<file path="src/rtl/wshb_arbiter_2_pkg.sv">
// wshb_arb_pkg: shared types for the two-master SDRAM Wishbone arbiter.
//   arb_state_t : arbiter FSM state; the encoding doubles as the one-hot grant.
//   NB_MASTERS  : number of masters sharing the slave port.
package wshb_arb_pkg;

  localparam int NB_MASTERS = 2;

  typedef enum logic [1:0] {
    IDLE = 2'b00,
    GNT0 = 2'b01,
    GNT1 = 2'b10
  } arb_state_t;

endpackage

</file>
<file path="src/rtl/wshb_arbiter_2_if.sv">
// wshb_if: Wishbone B4 bus bundle (classic + burst tags).
//   master modport : drives cyc/stb/we/adr/dat_ms/sel/cti/bte, receives dat_sm/ack/err/rty
//   slave modport  : the mirror image
// DATA_BYTES sets the data bus width (8*DATA_BYTES bits) and the sel width.
interface wshb_if #(parameter int DATA_BYTES = 4) ();

  logic                      cyc;
  logic                      stb;
  logic                      we;
  logic [31:0]               adr;
  logic [8*DATA_BYTES-1:0]   dat_ms;
  logic [8*DATA_BYTES-1:0]   dat_sm;
  logic [DATA_BYTES-1:0]     sel;
  logic [2:0]                cti;
  logic [1:0]                bte;
  logic                      ack;
  logic                      err;
  logic                      rty;

  modport master (
    output cyc, stb, we, adr, dat_ms, sel, cti, bte,
    input  dat_sm, ack, err, rty
  );

  modport slave (
    input  cyc, stb, we, adr, dat_ms, sel, cti, bte,
    output dat_sm, ack, err, rty
  );

endinterface

</file>
<file path="src/rtl/wshb_arbiter_2.sv">
// wshb_arbiter_2: round-robin arbiter letting two Wishbone masters share the
// single SDRAM slave port, in the sys_clk domain.
//   sys_clk    : system clock (100 MHz)
//   sys_rst    : asynchronous active-high reset
//   wshb_ifs_0 : slave port facing master 0 (video stream reader)
//   wshb_ifs_1 : slave port facing master 1 (frame writer)
//   wshb_ifm   : master port facing the SDRAM slave
//   grant      : one-hot current owner (01 = master 0, 10 = master 1, 00 = idle)
//
//   state | meaning
//   IDLE  | no owner, slave bus forced to zero
//   GNT0  | master 0 owns the bus until it drops cyc
//   GNT1  | master 1 owns the bus until it drops cyc
module wshb_arbiter_2
  import wshb_arb_pkg::*;
#(
  parameter int DATA_BYTES = 4
) (
  input  logic                  sys_clk,
  input  logic                  sys_rst,
  wshb_if.slave                 wshb_ifs_0,
  wshb_if.slave                 wshb_ifs_1,
  wshb_if.master                wshb_ifm,
  output logic [NB_MASTERS-1:0] grant
);

  arb_state_t state;
  logic       prio;

  always_ff @(posedge sys_clk or posedge sys_rst) begin
    if (sys_rst) begin
      state <= IDLE;
      prio  <= 1'b0;
    end else begin
      case (state)
        IDLE: begin
          if (wshb_ifs_0.cyc && wshb_ifs_1.cyc) state <= prio ? GNT1 : GNT0;
          else if (wshb_ifs_0.cyc)               state <= GNT0;
          else if (wshb_ifs_1.cyc)               state <= GNT1;
        end
        GNT0: begin
          if (!wshb_ifs_0.cyc) begin
            prio  <= 1'b1;
            state <= wshb_ifs_1.cyc ? GNT1 : IDLE;
          end
        end
        GNT1: begin
          if (!wshb_ifs_1.cyc) begin
            prio  <= 1'b0;
            state <= wshb_ifs_0.cyc ? GNT0 : IDLE;
          end
        end
        default: state <= IDLE;
      endcase
    end
  end

  // The state register is the grant; no separate flop needed.
  assign grant = state;

  // Forward path follows the owner's live cyc, so the release cycle already
  // shows cyc low on the slave side and owners are always separated by a gap.
  always_comb begin
    wshb_ifm.cyc    = 1'b0;
    wshb_ifm.stb    = 1'b0;
    wshb_ifm.we     = 1'b0;
    wshb_ifm.adr    = 32'd0;
    wshb_ifm.dat_ms = {(8*DATA_BYTES){1'b0}};
    wshb_ifm.sel    = {DATA_BYTES{1'b0}};
    wshb_ifm.cti    = 3'd0;
    wshb_ifm.bte    = 2'd0;
    wshb_ifs_0.ack  = 1'b0;
    wshb_ifs_0.err  = 1'b0;
    wshb_ifs_0.rty  = 1'b0;
    wshb_ifs_1.ack  = 1'b0;
    wshb_ifs_1.err  = 1'b0;
    wshb_ifs_1.rty  = 1'b0;
    // Read data is only meaningful alongside ack, so it can go to both.
    wshb_ifs_0.dat_sm = wshb_ifm.dat_sm;
    wshb_ifs_1.dat_sm = wshb_ifm.dat_sm;
    case (state)
      GNT0: begin
        wshb_ifm.cyc    = wshb_ifs_0.cyc;
        wshb_ifm.stb    = wshb_ifs_0.stb;
        wshb_ifm.we     = wshb_ifs_0.we;
        wshb_ifm.adr    = wshb_ifs_0.adr;
        wshb_ifm.dat_ms = wshb_ifs_0.dat_ms;
        wshb_ifm.sel    = wshb_ifs_0.sel;
        wshb_ifm.cti    = wshb_ifs_0.cti;
        wshb_ifm.bte    = wshb_ifs_0.bte;
        wshb_ifs_0.ack  = wshb_ifm.ack;
        wshb_ifs_0.err  = wshb_ifm.err;
        wshb_ifs_0.rty  = wshb_ifm.rty;
      end
      GNT1: begin
        wshb_ifm.cyc    = wshb_ifs_1.cyc;
        wshb_ifm.stb    = wshb_ifs_1.stb;
        wshb_ifm.we     = wshb_ifs_1.we;
        wshb_ifm.adr    = wshb_ifs_1.adr;
        wshb_ifm.dat_ms = wshb_ifs_1.dat_ms;
        wshb_ifm.sel    = wshb_ifs_1.sel;
        wshb_ifm.cti    = wshb_ifs_1.cti;
        wshb_ifm.bte    = wshb_ifs_1.bte;
        wshb_ifs_1.ack  = wshb_ifm.ack;
        wshb_ifs_1.err  = wshb_ifm.err;
        wshb_ifs_1.rty  = wshb_ifm.rty;
      end
      default: ;
    endcase
  end

endmodule

</file>
<file path="src/flat_wrapper.sv">
// flat-port wrapper written by rule: the top's interface ports become plain ports
module wshb_arbiter_2_flat import wshb_arb_pkg::*;
#(
  parameter int DATA_BYTES = 4
)
  (sys_clk, sys_rst, grant, wshb_ifs_0_cyc, wshb_ifs_0_stb, wshb_ifs_0_we, wshb_ifs_0_adr, wshb_ifs_0_dat_ms, wshb_ifs_0_sel, wshb_ifs_0_cti, wshb_ifs_0_bte, wshb_ifs_0_dat_sm, wshb_ifs_0_ack, wshb_ifs_0_err, wshb_ifs_0_rty, wshb_ifs_1_cyc, wshb_ifs_1_stb, wshb_ifs_1_we, wshb_ifs_1_adr, wshb_ifs_1_dat_ms, wshb_ifs_1_sel, wshb_ifs_1_cti, wshb_ifs_1_bte, wshb_ifs_1_dat_sm, wshb_ifs_1_ack, wshb_ifs_1_err, wshb_ifs_1_rty, wshb_ifm_cyc, wshb_ifm_stb, wshb_ifm_we, wshb_ifm_adr, wshb_ifm_dat_ms, wshb_ifm_sel, wshb_ifm_cti, wshb_ifm_bte, wshb_ifm_dat_sm, wshb_ifm_ack, wshb_ifm_err, wshb_ifm_rty);
  wshb_if #(.DATA_BYTES(DATA_BYTES)) wshb_ifs_0_i ();
  wshb_if #(.DATA_BYTES(DATA_BYTES)) wshb_ifs_1_i ();
  wshb_if #(.DATA_BYTES(DATA_BYTES)) wshb_ifm_i ();
  input  logic sys_clk;
  input  logic sys_rst;
  output logic [NB_MASTERS-1:0] grant;
  input wire logic [$bits(wshb_ifs_0_i.cyc)-1:0] wshb_ifs_0_cyc;
  input wire logic [$bits(wshb_ifs_0_i.stb)-1:0] wshb_ifs_0_stb;
  input wire logic [$bits(wshb_ifs_0_i.we)-1:0] wshb_ifs_0_we;
  input wire logic [$bits(wshb_ifs_0_i.adr)-1:0] wshb_ifs_0_adr;
  input wire logic [$bits(wshb_ifs_0_i.dat_ms)-1:0] wshb_ifs_0_dat_ms;
  input wire logic [$bits(wshb_ifs_0_i.sel)-1:0] wshb_ifs_0_sel;
  input wire logic [$bits(wshb_ifs_0_i.cti)-1:0] wshb_ifs_0_cti;
  input wire logic [$bits(wshb_ifs_0_i.bte)-1:0] wshb_ifs_0_bte;
  output wire logic [$bits(wshb_ifs_0_i.dat_sm)-1:0] wshb_ifs_0_dat_sm;
  output wire logic [$bits(wshb_ifs_0_i.ack)-1:0] wshb_ifs_0_ack;
  output wire logic [$bits(wshb_ifs_0_i.err)-1:0] wshb_ifs_0_err;
  output wire logic [$bits(wshb_ifs_0_i.rty)-1:0] wshb_ifs_0_rty;
  input wire logic [$bits(wshb_ifs_1_i.cyc)-1:0] wshb_ifs_1_cyc;
  input wire logic [$bits(wshb_ifs_1_i.stb)-1:0] wshb_ifs_1_stb;
  input wire logic [$bits(wshb_ifs_1_i.we)-1:0] wshb_ifs_1_we;
  input wire logic [$bits(wshb_ifs_1_i.adr)-1:0] wshb_ifs_1_adr;
  input wire logic [$bits(wshb_ifs_1_i.dat_ms)-1:0] wshb_ifs_1_dat_ms;
  input wire logic [$bits(wshb_ifs_1_i.sel)-1:0] wshb_ifs_1_sel;
  input wire logic [$bits(wshb_ifs_1_i.cti)-1:0] wshb_ifs_1_cti;
  input wire logic [$bits(wshb_ifs_1_i.bte)-1:0] wshb_ifs_1_bte;
  output wire logic [$bits(wshb_ifs_1_i.dat_sm)-1:0] wshb_ifs_1_dat_sm;
  output wire logic [$bits(wshb_ifs_1_i.ack)-1:0] wshb_ifs_1_ack;
  output wire logic [$bits(wshb_ifs_1_i.err)-1:0] wshb_ifs_1_err;
  output wire logic [$bits(wshb_ifs_1_i.rty)-1:0] wshb_ifs_1_rty;
  output wire logic [$bits(wshb_ifm_i.cyc)-1:0] wshb_ifm_cyc;
  output wire logic [$bits(wshb_ifm_i.stb)-1:0] wshb_ifm_stb;
  output wire logic [$bits(wshb_ifm_i.we)-1:0] wshb_ifm_we;
  output wire logic [$bits(wshb_ifm_i.adr)-1:0] wshb_ifm_adr;
  output wire logic [$bits(wshb_ifm_i.dat_ms)-1:0] wshb_ifm_dat_ms;
  output wire logic [$bits(wshb_ifm_i.sel)-1:0] wshb_ifm_sel;
  output wire logic [$bits(wshb_ifm_i.cti)-1:0] wshb_ifm_cti;
  output wire logic [$bits(wshb_ifm_i.bte)-1:0] wshb_ifm_bte;
  input wire logic [$bits(wshb_ifm_i.dat_sm)-1:0] wshb_ifm_dat_sm;
  input wire logic [$bits(wshb_ifm_i.ack)-1:0] wshb_ifm_ack;
  input wire logic [$bits(wshb_ifm_i.err)-1:0] wshb_ifm_err;
  input wire logic [$bits(wshb_ifm_i.rty)-1:0] wshb_ifm_rty;
  assign wshb_ifs_0_i.cyc = wshb_ifs_0_cyc;
  assign wshb_ifs_0_i.stb = wshb_ifs_0_stb;
  assign wshb_ifs_0_i.we = wshb_ifs_0_we;
  assign wshb_ifs_0_i.adr = wshb_ifs_0_adr;
  assign wshb_ifs_0_i.dat_ms = wshb_ifs_0_dat_ms;
  assign wshb_ifs_0_i.sel = wshb_ifs_0_sel;
  assign wshb_ifs_0_i.cti = wshb_ifs_0_cti;
  assign wshb_ifs_0_i.bte = wshb_ifs_0_bte;
  assign wshb_ifs_0_dat_sm = wshb_ifs_0_i.dat_sm;
  assign wshb_ifs_0_ack = wshb_ifs_0_i.ack;
  assign wshb_ifs_0_err = wshb_ifs_0_i.err;
  assign wshb_ifs_0_rty = wshb_ifs_0_i.rty;
  assign wshb_ifs_1_i.cyc = wshb_ifs_1_cyc;
  assign wshb_ifs_1_i.stb = wshb_ifs_1_stb;
  assign wshb_ifs_1_i.we = wshb_ifs_1_we;
  assign wshb_ifs_1_i.adr = wshb_ifs_1_adr;
  assign wshb_ifs_1_i.dat_ms = wshb_ifs_1_dat_ms;
  assign wshb_ifs_1_i.sel = wshb_ifs_1_sel;
  assign wshb_ifs_1_i.cti = wshb_ifs_1_cti;
  assign wshb_ifs_1_i.bte = wshb_ifs_1_bte;
  assign wshb_ifs_1_dat_sm = wshb_ifs_1_i.dat_sm;
  assign wshb_ifs_1_ack = wshb_ifs_1_i.ack;
  assign wshb_ifs_1_err = wshb_ifs_1_i.err;
  assign wshb_ifs_1_rty = wshb_ifs_1_i.rty;
  assign wshb_ifm_cyc = wshb_ifm_i.cyc;
  assign wshb_ifm_stb = wshb_ifm_i.stb;
  assign wshb_ifm_we = wshb_ifm_i.we;
  assign wshb_ifm_adr = wshb_ifm_i.adr;
  assign wshb_ifm_dat_ms = wshb_ifm_i.dat_ms;
  assign wshb_ifm_sel = wshb_ifm_i.sel;
  assign wshb_ifm_cti = wshb_ifm_i.cti;
  assign wshb_ifm_bte = wshb_ifm_i.bte;
  assign wshb_ifm_i.dat_sm = wshb_ifm_dat_sm;
  assign wshb_ifm_i.ack = wshb_ifm_ack;
  assign wshb_ifm_i.err = wshb_ifm_err;
  assign wshb_ifm_i.rty = wshb_ifm_rty;
  wshb_arbiter_2 #(.DATA_BYTES(DATA_BYTES)) u_core (.sys_clk(sys_clk), .sys_rst(sys_rst), .wshb_ifs_0(wshb_ifs_0_i), .wshb_ifs_1(wshb_ifs_1_i), .wshb_ifm(wshb_ifm_i), .grant(grant));
endmodule
</file>
<file path="config.mk">
export PLATFORM = sky130hd
export DESIGN_NAME = wshb_arbiter_2_flat
export DESIGN_NICKNAME = d
export VERILOG_FILES = /design/src/rtl/wshb_arbiter_2_pkg.sv /design/src/rtl/wshb_arbiter_2_if.sv /design/src/rtl/wshb_arbiter_2.sv /design/src/flat_wrapper.sv
export SDC_FILE = /design/constraint.sdc
export NUM_CORES = 1
export LEC_CHECK = 0
export ABC_AREA = 1
export CORE_AREA = 2 2 132 134
export CTS_CLUSTER_SIZE = 14
export DETAILED_ROUTE_END_ITERATION = 6
export DIE_AREA = 0 0 134 136
export PLACE_DENSITY_LB_ADDON = 0.3
export SYNTH_ARGS = -nofsm -noshare
export SYNTH_HDL_FRONTEND = slang
export SYNTH_SLANG_ARGS = --single-unit
export TNS_END_PERCENT = 100
</file>
<file path="constraint.sdc">
create_clock -name sys_clk -period 2 [get_ports sys_clk]
set_input_delay 0.4 -clock sys_clk [delete_from_list [all_inputs] [get_ports sys_clk]]
set_output_delay 0.4 -clock sys_clk [all_outputs]
set_load 0.05 [all_outputs]
</file>
==> results of run 1 <==
[per-layer routing]
layer,GRT usage,up-vias,wire length (microns)
met5,0,-,0
met4,0.0219,0,255
met3,0.0272,25,939
met2,0.250,143,7730
met1,0.134,1490,5320
li1,-,1503,-
[kinds of logic (layout without fill, tap and decap cells)]
| kind of cell | count (synthesis) | after routing | synth area share |
|---|---|---|---|
| compound gates | 78 | 78 | 0.208 |
| fa+ha+maj | 4 | 4 | 0.0261 |
| buf+inv | 103 | 309 | 0.367 |
| flops | 3 | 3 | 0.0392 |
| simple gates | 177 | 177 | 0.359 |
[sequential cells by signal, summed over array words and instances, names as in the netlist]
| register | count |
|---|---|
| u_core.grant | 2 |
| u_core.prio | 1 |
[what timing repair did]
| action | in CTS | in global routing |
|---|---|---|
| gates cloned | 9 | 15 |
| setup endpoints to repair | 76 | 79 |
| pin swaps | 18 | 81 |
| buffers inserted | 17 | 1 |
| gates resized for setup | 53 | 140 |
[cells in the mapped netlist, drive strengths merged]
cell / instances / area share
inv: 13 / 0.025
nand2: 172 / 0.34
o211ai: 1 / 0.0065
ha: 4 / 0.026
nor2: 2 / 0.0078
o21ai: 1 / 0.0026
dfrtp: 3 / 0.039
buf: 87 / 0.34
clkbuf: 3 / 0.0059
nand3: 3 / 0.0078
a21oi: 76 / 0.20
[critical path, cell delays in order (launching register included)]
cell,delay (ns)
dfrtp_2,0.43
inv_4,0.09
ha_4,0.18
buf_6,0.16
clkbuf_16,0.16
nand2_1,0.06
a21oi_2,0.19
buf_12,0.16
[path summary, 6_finish.rpt]
path / start / end / slack (ns) / depth (start not counted)
worst max-delay path: u_core.grant[0]$_DFFE_PP0P_ / wshb_ifm_cti[1] / -0.05 / 7
worst min-delay path: sys_rst / u_core.prio$_DFFE_PP0P_ / 0.35 / 2
worst max register to register: u_core.grant[0]$_DFFE_PP0P_ / u_core.prio$_DFFE_PP0P_ / 0.32 / 9
worst min register to register: u_core.prio$_DFFE_PP0P_ / u_core.prio$_DFFE_PP0P_ / 0.50 / 2
max in group asynchronous: sys_rst / u_core.grant[0]$_DFFE_PP0P_ / 1.50 / 2
min in group sys_clk: u_core.prio$_DFFE_PP0P_ / u_core.prio$_DFFE_PP0P_ / 0.50 / 2
[area by class of cell]
type | count | area [sq um] | share of cell area
clock buffer | 4 | 78.8 | 0.0112
timing repair buffer | 291 | 4150 | 0.589
multi-input combinational | 259 | 2390 | 0.340
timing repair inverter | 1 | 3.75 | 0.000533
inverter | 13 | 58.8 | 0.00835
sequential | 3 | 77.6 | 0.0110
tap | 225 | 282 | 0.0400
[power by group through the flow]
| stage | Sequential [uW] | Clock [uW] | Combinational (uW) |
|---|---|---|---|
| 6_report | 126 | 324 | 10500 |
| 5_1_grt | 128 | 335 | 10900 |
| 4_1_cts | 120 | 324 | 9370 |
| 3_5_place_dp | 129 | 0 | 8150 |
| 3_3_place_gp | 124 | 0 | 8070 |
| 2_1_floorplan | 180 | 0 | 5060 |
[through the flow]
step | utilization | worst slack (ns) | cell area (sq um)
finish | 0.417 | -0.0474 | 7040
detailed placement | 0.332 | 0.0771 | 5610
CTS | 0.370 | -0.0714 | 6240
global route | 0.417 | -0.0927 | 7040
global placement | 0.332 | 0.132 | 5610
floorplan | - | -0.0739 | 2620
==> impl_metrics.py, run 1 <==
metrics = {
    "cells_and_area": {
        "drive_gt1_frac": 0.592,
        "antenna_cells": 0,
        "nets": 765,
        "final_cell_mix": "clkdlybuf4s50_1, buf_12, nand2_2",
        "fill_cells": 1630,
        "area_delta_synth_final_pct": 268,
        "final_cell_count_no_fill": 796,
        "final_common_cell": "clkdlybuf4s50_1",
    },
    "pwr": {
        "cellLeakagePower_uw": 0.00260,
        "seq_power_share": 0.012,
        "power_density_mw_per_mm2": 1550,
        "p_comb_frac": 0.959,
        "ir_worst_vdd_uv": 788,
        "switching_share": 0.532,
        "finalPower_uw": 10900,
        "pwr-share-clk": 0.030,
        "power.internal_uw": 5120,
        "p_sw_uw": 5820,
    },
    "sta": {
        "rsz0062_at_grt": "true",
        "worst_slack_ns": -0.0474,
        "worst_pin_slew_ns": 0.211,
        "post-route-min-period_ns": 2.05,
        "setup_tns_ns": -1.44,
        "finalSetupViolCount": 65,
        "finalHoldViolations": 0,
        "slew_violations": 0,
        "clock_skew_ns": 0.00417,
        "slew_headroom": 0.859,
        "period_share": 1.02,
        "fmax_mhz": 488,
        "holdWs_ns": 0.346,
    },
    "yosys": {
        "syn_nets": 558,
        "ys_seq_elements": 3,
        "synth_cell_types": 17,
        "synth_cells": 365,
        "synth.avg_cell_area_sq_um": 5.24,
        "synth_area_sq_mm": 0.00191,
        "ys_warn_count": 0,
        "synth_seq_area_share": 0.0392,
    },
    "placed_design": {
        "gp_congestion": 0.823,
        "numPlacedInstances": 753,
        "hpwl_mm": 8.68,
        "io_buffers": 240,
    },
    "worst_setup_path": {
        "start_kind": "register",
        "critical_path_peak_fanout": 5,
        "critical_path_class": "reg -> out",
        "cp-end-kind": "output pin",
        "worstPathArrival_ns": 1.65,
        "crit_required_ns": 1.60,
    },
    "floorplan": {
        "core_sq_mm": 0.0169,
        "die_w_microns": 134,
        "dieArea_sq_mm": 0.0182,
        "start_util": 0.113,
        "die_h_microns": 136,
        "std_cell_rows": 48,
        "io_pins": 337,
    },
    "grt": {
        "grt_overflow": 0,
        "grt_util_all_layers": 0.125,
        "antenna_found_initial": 0,
        "grt_pass1_vias": 3312,
        "grt_max_degree": 24,
        "grt_pass1_wl_mm": 18.0,
    },
    "detailed_routing": {
        "drt_wl_total_mm": 14.2,
        "firstDrtPassIters": 4,
        "drc": 0,
        "routedWlPerCell_microns": 17.9,
        "drtIter0Drc": 47,
        "avgViaCountPerCell": 3.97,
        "ant_nets": 0,
        "num_vias": 3161,
    },
    "flow_run": {
        "cap_viol_max_count": 0,
    },
    "clock_network": {
        "cts_hold_buf": 0,
        "root_buffer": "clkbuf_16",
        "cts_made_buffers": 3,
        "cts_max_path_buffers": 2,
        "cts_max_level": 1,
        "cts_tree": "done",
        "cts_sinks": 3,
        "path_clk_slew_ns": 0.03,
        "insertion_delay_ns": 0.23,
    },
    "run_status": {
        "status": "complete, but fails checks",
        "violations": "negative setup slack",
    },
    "min_path": {
        "hold_path.class": "in -> async",
    },
}
(Power assumes the default switching activity.)
==> run 2: changes to the inputs <==
--- a/config.mk
+++ b/config.mk
@@ -6,6 +6,7 @@
 export NUM_CORES = 1
 export LEC_CHECK = 0
 export ABC_AREA = 1
+export CAP_MARGIN = 30
 export CORE_AREA = 2 2 132 134
 export CTS_CLUSTER_SIZE = 14
 export DETAILED_ROUTE_END_ITERATION = 6
==> results of run 2 <==
The final DEF is identical to that of run 1; final timing and power are the same.
